## src/rtl/seg_scan_reader_pkg.sv

```systemverilog
// seg_scan_reader_pkg: character codes, segment patterns and FSM state type shared by the scan reader.
package seg_scan_reader_pkg;
   localparam logic [2:0] C_H     = 3'b000;
   localparam logic [2:0] C_E     = 3'b001;
   localparam logic [2:0] C_L     = 3'b010;
   localparam logic [2:0] C_O     = 3'b011;
   localparam logic [2:0] C_BLANK = 3'b111;
   // Segment patterns are {g,f,e,d,c,b,a}, active-low.
   localparam logic [6:0] P_H     = 7'b0001001;
   localparam logic [6:0] P_E     = 7'b0000110;
   localparam logic [6:0] P_L     = 7'b1000111;
   localparam logic [6:0] P_O     = 7'b1000000;
   localparam logic [6:0] P_BLANK = 7'b1111111;
   localparam int STABLE_CNT_DEF = 4;
   typedef enum logic [1:0] {ST_IDLE, ST_SETTLE, ST_LOCKED} state_t;
   function automatic logic is_onehot4(input logic [3:0] d);
      return d != 4'd0 && (d & (d - 4'd1)) == 4'd0;
   endfunction
endpackage

```

## src/rtl/seg_scan_reader_decode.sv

```systemverilog
// seg_char_decode: maps an active-low 7-segment pattern to a 3-bit character code and an unknown-pattern flag.
module seg_char_decode
   import seg_scan_reader_pkg::*;
(
   input  logic [6:0] i_seg,
   output logic [2:0] o_code,
   output logic       o_err
);
   always_comb begin
      o_code = i_seg == P_H ? C_H : i_seg == P_E ? C_E : i_seg == P_L ? C_L : i_seg == P_O ? C_O : C_BLANK;
      o_err  = !(i_seg inside {P_H, P_E, P_L, P_O, P_BLANK});
   end
endmodule

```

## src/rtl/seg_scan_reader.sv

```systemverilog
// seg_scan_reader: debounces a multiplexed 4-digit 7-segment scan into decoded frames with a valid/ready handshake.
module seg_scan_reader
   import seg_scan_reader_pkg::*;
#(
   parameter int STABLE_CNT = STABLE_CNT_DEF
)(
   input  logic        CLOCK_50,
   input  logic        KEY0,
   input  logic [6:0]  SEG,
   input  logic [3:0]  DIG,
   input  logic        FRAME_READY,
   output logic [11:0] CHAR,
   output logic [3:0]  ERR,
   output logic        FRAME_VALID,
   output logic        OVR
);
   state_t      r_state;
   logic [10:0] r_sample;
   logic [3:0]  r_cnt;
   logic [3:0]  r_mask;
   logic [11:0] r_slot_code;
   logic [3:0]  r_slot_err;
   logic        w_onehot;
   logic        w_same;
   logic        w_capture;
   logic        w_complete;
   logic [3:0]  w_sel;
   logic [3:0]  w_mask_nxt;
   logic [2:0]  w_code;
   logic        w_err;
   logic [11:0] w_slot_code;
   logic [3:0]  w_slot_err;

   // Decoding the stored sample is safe: a capture only happens when the live bus equals it.
   seg_char_decode u_decode (
      .i_seg  (r_sample[6:0]),
      .o_code (w_code),
      .o_err  (w_err)
   );

   always_comb begin
      w_onehot    = is_onehot4(DIG);
      w_same      = {DIG, SEG} == r_sample;
      w_sel       = r_sample[10:7];
      w_capture   = r_state == ST_SETTLE && w_same && (r_cnt + 4'd1) == 4'(STABLE_CNT);
      w_mask_nxt  = r_mask | w_sel;
      w_complete  = w_capture && &w_mask_nxt;
      w_slot_code = r_slot_code;
      w_slot_err  = r_slot_err;
      for (int i = 0; i < 4; i++) begin
         if (w_sel[i]) begin
            w_slot_code[3*i +: 3] = w_code;
            w_slot_err[i]         = w_err;
         end
      end
   end

   always_ff @(posedge CLOCK_50 or negedge KEY0) begin
      if (!KEY0) begin
         r_state     <= ST_IDLE;
         r_sample    <= '0;
         r_cnt       <= '0;
         r_mask      <= '0;
         r_slot_code <= '1;
         r_slot_err  <= '0;
         CHAR        <= '1;
         ERR         <= '0;
         FRAME_VALID <= 1'b0;
         OVR         <= 1'b0;
      end else begin
         if (w_capture) begin
            r_state     <= ST_LOCKED;
            r_cnt       <= r_cnt + 4'd1;
            r_slot_code <= w_slot_code;
            r_slot_err  <= w_slot_err;
            r_mask      <= w_complete ? 4'd0 : w_mask_nxt;
         end else if (r_state == ST_IDLE || !w_same) begin
            // Any bus change, including a segment glitch mid-window, restarts settling.
            r_state  <= w_onehot ? ST_SETTLE : ST_IDLE;
            r_sample <= w_onehot ? {DIG, SEG} : r_sample;
            r_cnt    <= w_onehot ? 4'd1 : 4'd0;
         end else if (r_state == ST_SETTLE) begin
            r_cnt <= r_cnt + 4'd1;
         end
         if (w_complete) begin
            if (!FRAME_VALID || FRAME_READY) begin
               CHAR        <= w_slot_code;
               ERR         <= w_slot_err;
               FRAME_VALID <= 1'b1;
            end else begin
               OVR <= 1'b1;
            end
         end else if (FRAME_VALID && FRAME_READY) begin
            FRAME_VALID <= 1'b0;
         end
      end
   end
endmodule

```

## config.mk

```make
export PLATFORM = sky130hd
export DESIGN_NAME = seg_scan_reader
export DESIGN_NICKNAME = d
export VERILOG_FILES = /design/src/rtl/seg_scan_reader_pkg.sv /design/src/rtl/seg_scan_reader_decode.sv /design/src/rtl/seg_scan_reader.sv
export SDC_FILE = /design/constraint.sdc
export NUM_CORES = 1
export LEC_CHECK = 0
export BUFFER_PORTS_ARGS = -buffer_cell sky130_fd_sc_hd__buf_2
export CAP_MARGIN = 20
export CELL_PAD_IN_SITES_DETAIL_PLACEMENT = 0
export CELL_PAD_IN_SITES_GLOBAL_PLACEMENT = 1
export CORE_ASPECT_RATIO = 0.75
export CORE_UTILIZATION = 47
export CTS_CLUSTER_SIZE = 40
export DETAILED_ROUTE_END_ITERATION = 6
export HOLD_SLACK_MARGIN = 0.08
export PLACE_DENSITY = 0.83
export SYNTH_ARGS = -nofsm -noshare
export SYNTH_HDL_FRONTEND = slang
export SYNTH_HIERARCHICAL = 1
export SYNTH_SLANG_ARGS = --single-unit
```

## constraint.sdc

```tcl
create_clock -name CLOCK_50 -period 2.1 [get_ports CLOCK_50]
set_input_delay 0.315 -clock CLOCK_50 [delete_from_list [all_inputs] [get_ports CLOCK_50]]
set_output_delay 0.315 -clock CLOCK_50 [all_outputs]
set_load 0.02 [all_outputs]
```

==> reports/qor.yml, run 1 <==
status:
  outcome: "finished clean"
grt:
  grt_first_pass_wirelength_mm: 8.576
  track_usage: 0.1805
  grt_pass1_vias: 1751
  overflow: 0
  antenna_found_initial: 0
  grt_max_degree: 56
synth:
  synth_fa_ha_area_frac: 0.009001
  yosys_register_bits: 55
  synth.area.mux_share: 0.2547
  synth_top_family_by_area: "multiplexers"
  synthCells: 212
  syn_nets: 228
  yosysWarningCount: 6
  synthSimpleGateAreaFrac: 0.08731
  synthDominantCellAreaShare: 0.2790
  synthTopCellsByArea: "dfrtp_1 (28%), dfstp_2 (23%), mux2_2 (13%), mux2_1 (7.3%), mux2_4 (4.9%)"
  synth_compound_area_frac: 0.06166
  syn_area_per_cell_um2: 13.11
  yosysUniqueCellTypes: 42
  synth_top_area_cell: "dfrtp_1"
  syn_area_um2: 2780
  yosys.area_share.xor_xnor: 0.04725
  ys_seq_area_frac: 0.5059
die:
  io_pins: 32
  die_w_um: 90.81
  floorplan.die_area_um2: 6230
  initial_core_util: 0.5032
  dieHeight_um: 68.61
  fp-row-count: 23
  core_um2: 5525
worst_setup_path:
  setup.worst_path.start_class: "register"
  cp_cell_sequence: "ha_1 > o21ai_0 > o211a_2 > and3_1 > buf_12 > mux2_2"
  critPathMaxStageDelay_ns: 0.45
  rrSetupSlack_ns: 0.12
  crit_type: "reg -> reg"
  cpMaxStageDelayCell: "dfrtp_2"
  end_kind: "register"
  worstPathArrival_ns: 2.18
  required_ns: 2.30
  crit_fanout: 16
drt:
  vias_per_cell: 5.362
  num_vias: 1748
  drt-initial-drc-count: 49
  final_antenna_net_count: 0
  drc_errors: 0
  wl_per_cell_um: 15.29
  wl_mm: 4.986
  dr.pass1.iters: 4
finish:
  num-nets-final: 266
  final_common_cell: "mux2_2"
  layout-drive-gt1-share: 0.5418
  layout.area.seq_um2: 1410
  multi_input_area_um2: 1323
  n_antenna_cell: 0
  final_cell_mix: "mux2_2 (32), buf_2 (31), dfrtp_1 (28)"
  area_delta_synth_final_pct: 15.12
  n_fill_cell: 488
  fin_area_um2: 3201
cts:
  tritoncts: "done"
  cts_buffers: 5
  cts.sinks: 55
  htreeDepth: 2
  root_buffer: "clkbuf_8"
  clk_path_buf_depth: 2
  clk_pin_slew_worst_paths_ns: 0.10
  clk_latency_ns: 0.31
timing:
  slew_violations: 0
  setup_viol: 0
  fmax_mhz: 504.5
  rsz0062_at_grt: "false"
  min_period_ns: 1.982
  finClkSkew_ns: 0.007122
  setup_slack_ns: 0.1180
  worstMarginPinSlew_ns: 0.6965
  fin_setup_tns_ns: 0
  max-slew-margin-rel: 0.5357
  finalHoldViolations: 0
  fin_crit_sh: 0.9438
power:
  power_leakage_nw: 1.484
  p_per_area_nw_per_um2: 706.2
  ir_worst_vdd_mv: 0.4297
  p_total_mw: 2.260
job:
  cap_viol_max_count: 0
placed_design:
  portBuffers: 31
  placed_area_um2: 3055
  place_hpwl_mm: 3.479
  gp_congestion: 0.7626
  pre_cts_ws_ns: 0.04972
worst_hold_path:
  min_path_type: "in -> async"
-- state kept, by name, indices dropped and copies added (netlist names) --
name         flops
r_cnt            4
CHAR            12
OVR              1
ERR              4
r_slot_err       4
r_slot_code     12
r_state          2
r_sample        11
r_mask           4
FRAME_VALID      1
-- report_power, final --
group / total [mW] / internal [mW] / switching [mW]
Sequential: 1.16 / 1.11 / 0.0553
Clock: 0.614 / 0.271 / 0.343
Combinational: 0.483 / 0.266 / 0.217
Total: 2.26 / 1.65 / 0.615
-- synthesized netlist by cell type --
library cell and instances:
clkbuf_1 1, or4_1 1, a311oi_1 1, nor2_1 7
or2_2 1, mux2_2 32, mux2_1 18, o21a_1 4
a21bo_4 1, o21ai_1 1, a21bo_2 1, o22ai_1 2
o21ai_0 5, xnor2_1 12, buf_6 2, dfstp_2 24
mux2_4 9, buf_4 4, buf_2 7, o21bai_1 1
dfrtp_1 31, nor3_2 2, ha_1 2, a21oi_1 2
nand2b_1 2, nand3_1 4, mux2i_1 1, and4_1 4
nor3_1 1, or4b_1 1, and3_1 3, inv_1 1
a31oi_1 2, nand2_1 6, o211a_1 1, nand4_1 4
nor2b_1 3, nor4_1 1, a22oi_1 2, nor4b_1 1
xor2_1 3, a22o_1 1
-- final cells by class --
cell class / count / share of cell area
Clock buffer: 6 / 0.02580
Multi-Input combinational cell: 142 / 0.4132
Clock inverter: 2 / 0.004691
Inverter: 1 / 0.001173
Tap cell: 75 / 0.02932
Sequential cell: 55 / 0.4406
Timing Repair Buffer: 45 / 0.08522
-- worst paths after layout --
path	start	endpoint	depth (start not counted)
worst max-delay path	r_cnt[0]$_DFFE_PN0P_	ERR[1]$_DFFE_PN0P_	6
worst min register to register	OVR$_DFFE_PN0P_	OVR$_DFFE_PN0P_	1
max in group asynchronous	KEY0	r_cnt[0]$_DFFE_PN0P_	2
worst min-delay path	KEY0	r_cnt[2]$_DFFE_PN0P_	2
worst max register to register	r_cnt[0]$_DFFE_PN0P_	ERR[1]$_DFFE_PN0P_	6
min in group CLOCK_50	SEG[0]	r_sample[0]$_DFFE_PN0P_	2
-- timing repair --
item	in CTS	in global routing
resized for setup	0	13
endpoints found under the setup margin	0	20
setup buffers	0	0
hold buffers	0	0
-- per-stage QoR --
step / instances / utilization / hold slack (ns)
2_1_floorplan: 212 / - / 0.01941
3_3_place_gp: 318 / 0.5530 / 0.4639
3_5_place_dp: 318 / 0.5530 / 0.4676
4_1_cts: 326 / 0.5707 / 0.1520
5_1_grt: 326 / 0.5793 / 0.1938
6_report: 326 / 0.5793 / 0.1330
-- metal layers --
layer,wire length (µm),up-vias,global-route usage
met5,0,-,0
met4,47,0,0.05952
met3,145,4,0.03728
met2,2155,30,0.2869
met1,2638,876,0.2510
li1,-,838,-
-- cell families (layout without fill, tap and decap cells) --
| kind of cell | count (synthesis) | count (layout) |
|---|---|---|
| simple gates | 41 | 41 |
| flops | 55 | 55 |
| compound gates | 24 | 24 |
| xor+xnor | 15 | 15 |
| mux | 60 | 60 |
| buf+inv | 15 | 54 |
| fa+ha+maj | 2 | 2 |
-- worst max-delay path, delay by kind of cell (launching register included) --
| kind | cells | cell delay (ns) |
|---|---|---|
| buf+inv | 1 | 0.16 |
| compound gates | 2 | 0.46 |
| flops | 1 | 0.45 |
| fa+ha+maj | 1 | 0.25 |
| simple gates | 1 | 0.22 |
| mux | 1 | 0.34 |
No activity file was read; power rests on OpenSTA's default activity.
==> run 2, diff against run 1 <==
Settings changed: CAP_MARGIN 20 to unset, CTS_CLUSTER_SIZE 40 to 24, PLACE_DENSITY 0.83 to 0.85, SYNTH_HIERARCHICAL 1 to unset.
==> run 2 against run 1 <==
- sequential share of layout area fell by 0.84 points
- sequential power about the same
- register-to-register slack is essentially flat
- clock power is 2% higher
- cell count grew 8.3%
- total power fell by 0.63%
- clock-buffer cell count fell by 1
- via count increased by 5.8%
- die area up 0.79%
- combinational power down 9.7%
- critical endpoint is now r_slot_err[3]$_DFFE_PN0P_
- largest cell class unchanged
- largest power group unchanged
==> reports/qor.yml, run 2 <==
status:
  outcome: "finished clean"  # unchanged
worst_setup_path:
  crit_fanout: 6  # was 16
  cp_cell_sequence: "ha_1 > nand2b_1 > o32ai_2 > and3_4 > buf_4 > nand3_2 > mux2_2"  # was ha_1 > o21ai_0 > o211a_2 > and3_1 > buf_12 > mux2_2
  critical-path-top-delay-family: "simple AND/OR/NAND/NOR gates"  # was compound AO/OA/AOI/OAI gates
  cpMaxStageDelayCell: "dfrtp_2"  # unchanged
  crit_type: "reg -> reg"  # unchanged
  end_kind: "register"  # unchanged
  crit-reg2reg-launch: "r_cnt[1]$_DFFE_PN0P_"  # was r_cnt[0]$_DFFE_PN0P_
  cp_num_buf_inv: 1  # unchanged
  cp-startpoint: "r_cnt[1]$_DFFE_PN0P_"  # was r_cnt[0]$_DFFE_PN0P_
  worstPathArrival_ns: 2.19  # was 2.18 ns
  setup.worst_path.start_class: "register"  # unchanged
  required_ns: 2.31  # was 2.30 ns
  critPathMaxStageDelay_ns: 0.45  # about the same
timing:
  hold_ws_ns: 0.2433  # was 0.1330 ns
  slew_violations: 0  # unchanged
  fmax_mhz: 504.5  # about the same
  finClkSkew_ns: 0.01124  # was 0.007122 ns
  rsz0062_at_grt: "true"  # was false
  min_period_ns: 1.982  # about the same
  max-slew-margin-rel: 0.6147  # was 0.5357
  fin_crit_sh: 0.9440  # was 0.9438
  worstMarginPinSlew_ns: 0.5779  # was 0.6965 ns
  setup_viol: 0  # unchanged
  finalHoldViolations: 0  # unchanged
die:
  core_um2: 5554  # was 5525 µm²
  dieHeight_um: 68.88  # was 68.61 µm
  floorplan.die_area_um2: 6279  # was 6230 µm²
  fp-row-count: 23  # unchanged
  initial_core_util: 0.5046  # was 0.5032
  io_pins: 32  # unchanged
  die_w_um: 91.17  # was 90.81 µm
finish:
  area_delta_synth_final_pct: 16.21  # was 15.12%
  n_antenna_cell: 0  # unchanged
  fin_area_um2: 3257  # was 3201 µm²
  top_regs: "CHAR (12), r_slot_code (12), r_sample (11)"  # unchanged
  final_common_cell: "mux2_2"  # unchanged
  multi_input_area_um2: 1319  # was 1323 µm²
  layout.area.seq_um2: 1408  # was 1410 µm²
  num-nets-final: 293  # was 266
  stdcell_count: 353  # was 326
  final_cell_mix: "mux2_2 (37), buf_2 (31), dfrtp_1 (30)"  # was mux2_2 (32), buf_2 (31), dfrtp_1 (28)
  final_util: 0.5864  # was 0.5793
  n_fill_cell: 486  # was 488
  layout-drive-gt1-share: 0.4784  # was 0.5418
placed_design:
  placed_area_um2: 3118  # was 3055 µm²
  portBuffers: 31  # unchanged
  gp_congestion: 0.7726  # was 0.7626
  place_hpwl_mm: 3.911  # was 3.479 mm
  dpl.cell_count: 343  # was 318
power:
  power_leakage_nw: 1.509  # was 1.484 nW
  p_per_area_nw_per_um2: 689.7  # was 706.2 nW/µm²
  ir_worst_vdd_mv: 0.2917  # was 0.4297 mV
synth:
  synth_edf_count: 0  # unchanged
  ys.flop_type: "dfrtp_1"  # unchanged
  yosysWarningCount: 0  # was 6
  ys_seq_area_frac: 0.5018  # was 0.5059
  syn_nets: 252  # was 228
  synthTopCellsByCount: "mux2_2 (37), dfrtp_1 (31), dfstp_2 (24)"  # was mux2_2 (32), dfrtp_1 (31), dfstp_2 (24)
  synthCells: 236  # was 212
  synth_top_area_cell: "dfrtp_1"  # unchanged
  ys_async_sr_fraction: 1.000  # unchanged
  syn_area_per_cell_um2: 11.88  # was 13.11 µm²
  synthDominantCellAreaShare: 0.2768  # was 0.2790
  yosysUniqueCellTypes: 45  # was 42
  yosys_register_bits: 55  # unchanged
  post-synth-top-count-cell: "mux2_2"  # unchanged
  syn_area_um2: 2803  # was 2780 µm²
  synthTopCellsByArea: "dfrtp_1 (28%), dfstp_2 (23%), mux2_2 (15%), xnor2_1 (3.4%), mux2_4 (3.2%)"  # was dfrtp_1 (28%), dfstp_2 (23%), mux2_2 (13%), mux2_1 (7.3%), mux2_4 (4.9%)
drt:
  wl_mm: 5.454  # was 4.986 mm
  drc_errors: 0  # unchanged
  dr.pass1.iters: 4  # unchanged
  num_vias: 1849  # was 1748
  final_antenna_net_count: 0  # unchanged
  drt-initial-drc-count: 73  # was 49
  vias_per_cell: 5.238  # was 5.362
  wl_per_cell_um: 15.45  # was 15.29 µm
cts:
  clk_latency_ns: 0.32  # was 0.31 ns
  tritoncts: "done"  # unchanged
  clk_path_buf_depth: 2  # unchanged
  clk_pin_slew_worst_paths_ns: 0.11  # was 0.10 ns
  cts.sinks: 55  # unchanged
  root_buffer: "clkbuf_8"  # unchanged
  htreeDepth: 2  # unchanged
  cts_buffers: 5  # unchanged
grt:
  grt_first_pass_wirelength_mm: 9.080  # was 8.576 mm
  grt_pass1_vias: 1802  # was 1751
  track_usage: 0.1938  # was 0.1805
  antenna_found_initial: 0  # unchanged
  grt_max_degree: 34  # was 56
  overflow: 0  # unchanged
worst_hold_path:
  min_path_type: "in -> reg"  # was in -> async
  hp-start: "SEG[5]"
job:
  cap_viol_max_count: 0  # unchanged
run 2: cell types whose count changed in the layout (fill, tap and decap cells not counted), sizes merged, moves of 3 or more:
cell    before  now
a21boi       0    6
nor2         7   14
mux2i        1    6
and4         4    0
nand3        4    9
inv          2   11
nor2b        3    7
o21a         4    1
nor3         3    7
mux2        59   43
a21oi        2   10
run 2: final cells by class:
type | count | area share
flip-flops and latches | 55 | 0.4322
multi-input cells | 160 | 0.4049
repair buffers | 46 | 0.09451
well taps | 75 | 0.02881
clock buffers | 5 | 0.02113
inverters | 9 | 0.01037
clock inverters | 3 | 0.008068
run 2: repair_timing:
item / CTS / global route
endpoints found under the hold margin: 8 / 0
pin swaps: 0 / 1
gates cloned: 0 / 0
buffers inserted: 0 / 1
setup endpoints to repair: 3 / 32
hold buffers: 1 / 0
gates resized for setup: 1 / 5
run 2: power by group:
part / switching, mW / internal (mW)
clock: 0.381 / 0.246
sequential: 0.0718 / 1.11
combinational: 0.222 / 0.214
total: 0.675 / 1.57
run 2: worst paths after layout:
check / endpoint / slack [ns] / cells after the start
min reg2reg: OVR$_DFFE_PN0P_ / 0.49 / 1
max in group asynchronous: r_slot_code[8]$_DFFE_PN1P_ / 0.94 / 3
max: r_slot_err[3]$_DFFE_PN0P_ / 0.12 / 7
min in group asynchronous: r_sample[0]$_DFFE_PN0P_ / 0.51 / 2
min: r_sample[5]$_DFFE_PN0P_ / 0.24 / 2
max reg2reg: r_slot_err[3]$_DFFE_PN0P_ / 0.12 / 7
run 2: cell families after synthesis:
| group | after synthesis | share of synthesized area |
|---|---|---|
| compound gates | 36 | 0.08393 |
| xor+xnor | 13 | 0.04063 |
| simple gates | 60 | 0.1259 |
| mux | 49 | 0.2022 |
| buf+inv | 21 | 0.03661 |
| fa+ha+maj | 2 | 0.008927 |
| flops | 55 | 0.5018 |
run 2: metal layers:
metal,track usage,share of wire,up-vias
met2,0.2992,0.44,36
met3,0.03728,0.040,7
met5,0,0,-
met4,0.06548,0.011,0
li1,-,-,912
met1,0.2775,0.51,894
run 2: per-stage QoR:
stage / power [mW] / setup WS, ns / TNS (ns)
4_1_cts: 2.253 / 0.05077 / 0
5_1_grt: 2.360 / -0.02511 / -0.05664
6_report: 2.246 / 0.1177 / 0
2_1_floorplan: 1.484 / 0.1163 / 0
3_5_place_dp: 1.632 / -0.006555 / -0.007166
3_3_place_gp: 1.625 / 0.05447 / 0
==> run 3, diff against run 2 <==
Settings changed: REMOVE_ABC_BUFFERS set to 1.
==> run 3 against run 2 <==
- critical path type unchanged
- hold slack improved by 0.012 ns
- clock skew decreased by 0.0056 ns
- largest cell class unchanged
- sequential share of layout area increased by 0.54 points
- highest routed layer unchanged
==> reports/qor.yml, run 3 (synthesized netlist as in run 2, its figures left out) <==
status:
  outcome: "finished clean"  # unchanged
die:
  die_w_um: 91.17  # unchanged
  dieHeight_um: 68.88  # unchanged
  floorplan.die_area_um2: 6279  # unchanged
  core_um2: 5554  # unchanged
  fp-row-count: 23  # unchanged
  io_pins: 32  # unchanged
  initial_core_util: 0.5046  # unchanged
finish:
  n_fill_cell: 492  # was 486
  top_regs: "CHAR (12), r_slot_code (12), r_sample (11)"  # unchanged
  final_cell_mix: "mux2_2 (37), buf_2 (31), dfrtp_1 (30)"  # unchanged
  n_antenna_cell: 0  # unchanged
  final_common_cell: "mux2_2"  # unchanged
  layout-drive-gt1-share: 0.4640  # was 0.4784
  num-nets-final: 293  # unchanged
  area_delta_synth_final_pct: 14.78  # was 16.21%
  fin_area_um2: 3217  # was 3257 µm²
timing:
  fmax_mhz: 478.2  # was 504.5 MHz
  slew_violations: 0  # unchanged
  min_period_ns: 2.091  # was 1.982 ns
  finalHoldViolations: 0  # unchanged
  setup_viol: 0  # unchanged
  fin_crit_sh: 0.9958  # was 0.9440
  worstMarginPinSlew_ns: 0.5818  # was 0.5779 ns
  max-slew-margin-rel: 0.6121  # was 0.6147
  finClkSkew_ns: 0.005614  # was 0.01124 ns
worst_setup_path:
  worstPathArrival_ns: 2.29  # was 2.19 ns
  crit-reg2reg-launch: "r_cnt[1]$_DFFE_PN0P_"  # unchanged
  rr_worst_depth: 7  # unchanged
  crit_fanout: 6  # unchanged
  setup.worst_path.start_class: "register"  # unchanged
  cp-startpoint: "r_cnt[1]$_DFFE_PN0P_"  # unchanged
  rrSetupSlack_ns: 0.009  # was 0.12 ns
  worstReg2RegEnd: "r_slot_err[1]$_DFFE_PN0P_"  # was r_slot_err[3]$_DFFE_PN0P_
  crit_type: "reg -> reg"  # unchanged
  end_kind: "register"  # unchanged
  required_ns: 2.30  # was 2.31 ns
cts:
  cts.sinks: 55  # unchanged
  tritoncts: "done"  # unchanged
  clk_latency_ns: 0.31  # was 0.32 ns
  root_buffer: "clkbuf_8"  # unchanged
  clk_pin_slew_worst_paths_ns: 0.10  # was 0.11 ns
  htreeDepth: 2  # unchanged
  clk_path_buf_depth: 2  # unchanged
  cts_buffers: 5  # unchanged
grt:
  antenna_found_initial: 0  # unchanged
  grt_first_pass_wirelength_mm: 8.990  # was 9.080 mm
  overflow: 0  # unchanged
  track_usage: 0.1907  # was 0.1938
  grt_max_degree: 34  # unchanged
  grt_pass1_vias: 1814  # was 1802
drt:
  wl_mm: 5.491  # was 5.454 mm
  wl_per_cell_um: 15.56  # was 15.45 µm
  dr.pass1.iters: 4  # unchanged
  num_vias: 1858  # was 1849
  final_antenna_net_count: 0  # unchanged
  drc_errors: 0  # unchanged
  vias_per_cell: 5.263  # was 5.238
  drt-initial-drc-count: 78  # was 73
placed_design:
  portBuffers: 31  # unchanged
  gp_congestion: 0.7614  # was 0.7726
  placed_area_um2: 3113  # was 3118 µm²
  place_hpwl_mm: 3.952  # was 3.911 mm
worst_hold_path:
  min_path_type: "in -> reg"  # unchanged
  hold_path_depth: 2  # unchanged
  hp-start: "SEG[1]"  # was SEG[5]
  hold-path-endpoint: "r_sample[1]$_DFFE_PN0P_"  # was r_sample[5]$_DFFE_PN0P_
power:
  power_leakage_nw: 1.507  # was 1.509 nW
  p_total_mw: 2.196  # was 2.246 mW
  p_per_area_nw_per_um2: 682.6  # was 689.7 nW/µm²
  ir_worst_vdd_mv: 0.3422  # was 0.2917 mV
job:
  cap_viol_max_count: 0  # unchanged
## run 3: stage by stage
stage	setup TNS (ns)	std cells	utilization	hold slack, ns	setup slack [ns]
after global routing	-0.1391	353	0.5792	0.2564	-0.04167
final	0	353	0.5792	0.2551	0.008808
after detailed placement	-0.005608	344	0.5605	0.3487	-0.005608
after floorplan	-2.763	224	-	0.01941	-0.2086
after global placement	0	344	0.5605	0.3467	0.08116
after CTS	0	353	0.5772	0.2490	0.02183
## run 3: where the power goes
group	internal (mW)	switching [mW]
logic	0.211	0.226
registers	1.11	0.0710
clock network	0.235	0.342
total	1.56	0.639
## run 3: worst max path at each step
stage,end,slack [ns],cells past startpoint
finish,r_slot_err[1]$_DFFE_PN0P_,0.009,7
detailed placement,r_slot_err[1]$_DFFE_PN0P_,-0.006,7
global route,r_slot_err[2]$_DFFE_PN0P_,-0.04,7
floorplan,CHAR[11]$_DFFE_PN1P_,-0.21,5
CTS,r_slot_err[1]$_DFFE_PN0P_,0.02,7
global placement,r_slot_err[1]$_DFFE_PN0P_,0.08,7
## run 3: area by class of cell
type | instances | area, µm² | area share
multi-input combinational | 160 | 1305 | 0.4057
timing repair buffer | 46 | 295.3 | 0.09179
sequential | 55 | 1408 | 0.4376
clock inverter | 1 | 5.005 | 0.001556
inverter | 9 | 33.78 | 0.01050
clock buffer | 7 | 76.32 | 0.02373
tap | 75 | 93.84 | 0.02917
## run 3: metal layers
layer | track usage | up-vias | part of all wire
met5 | 0 | - | 0
li1 | - | 913 | -
met1 | 0.2563 | 911 | 0.51
met4 | 0.06548 | 0 | 0.016
met3 | 0.03509 | 10 | 0.028
met2 | 0.3172 | 24 | 0.44
## run 3: repair_timing
action | in CTS | in global routing
hold endpoints to repair | 20 | 0
gates resized for setup | 1 | 3
hold buffers | 1 | 0
pin swaps | 0 | 0
setup buffers | 0 | 0
cloned | 0 | 0
endpoints found under the setup margin | 2 | 3
## run 3: worst max-delay path: stages, from the launching register on
cell and delay (ns):
dfrtp_2 0.45, ha_1 0.21, nand2b_1 0.16, o32ai_1 0.25
and3_4 0.27, buf_4 0.15, nand3_2 0.17, mux2_2 0.32
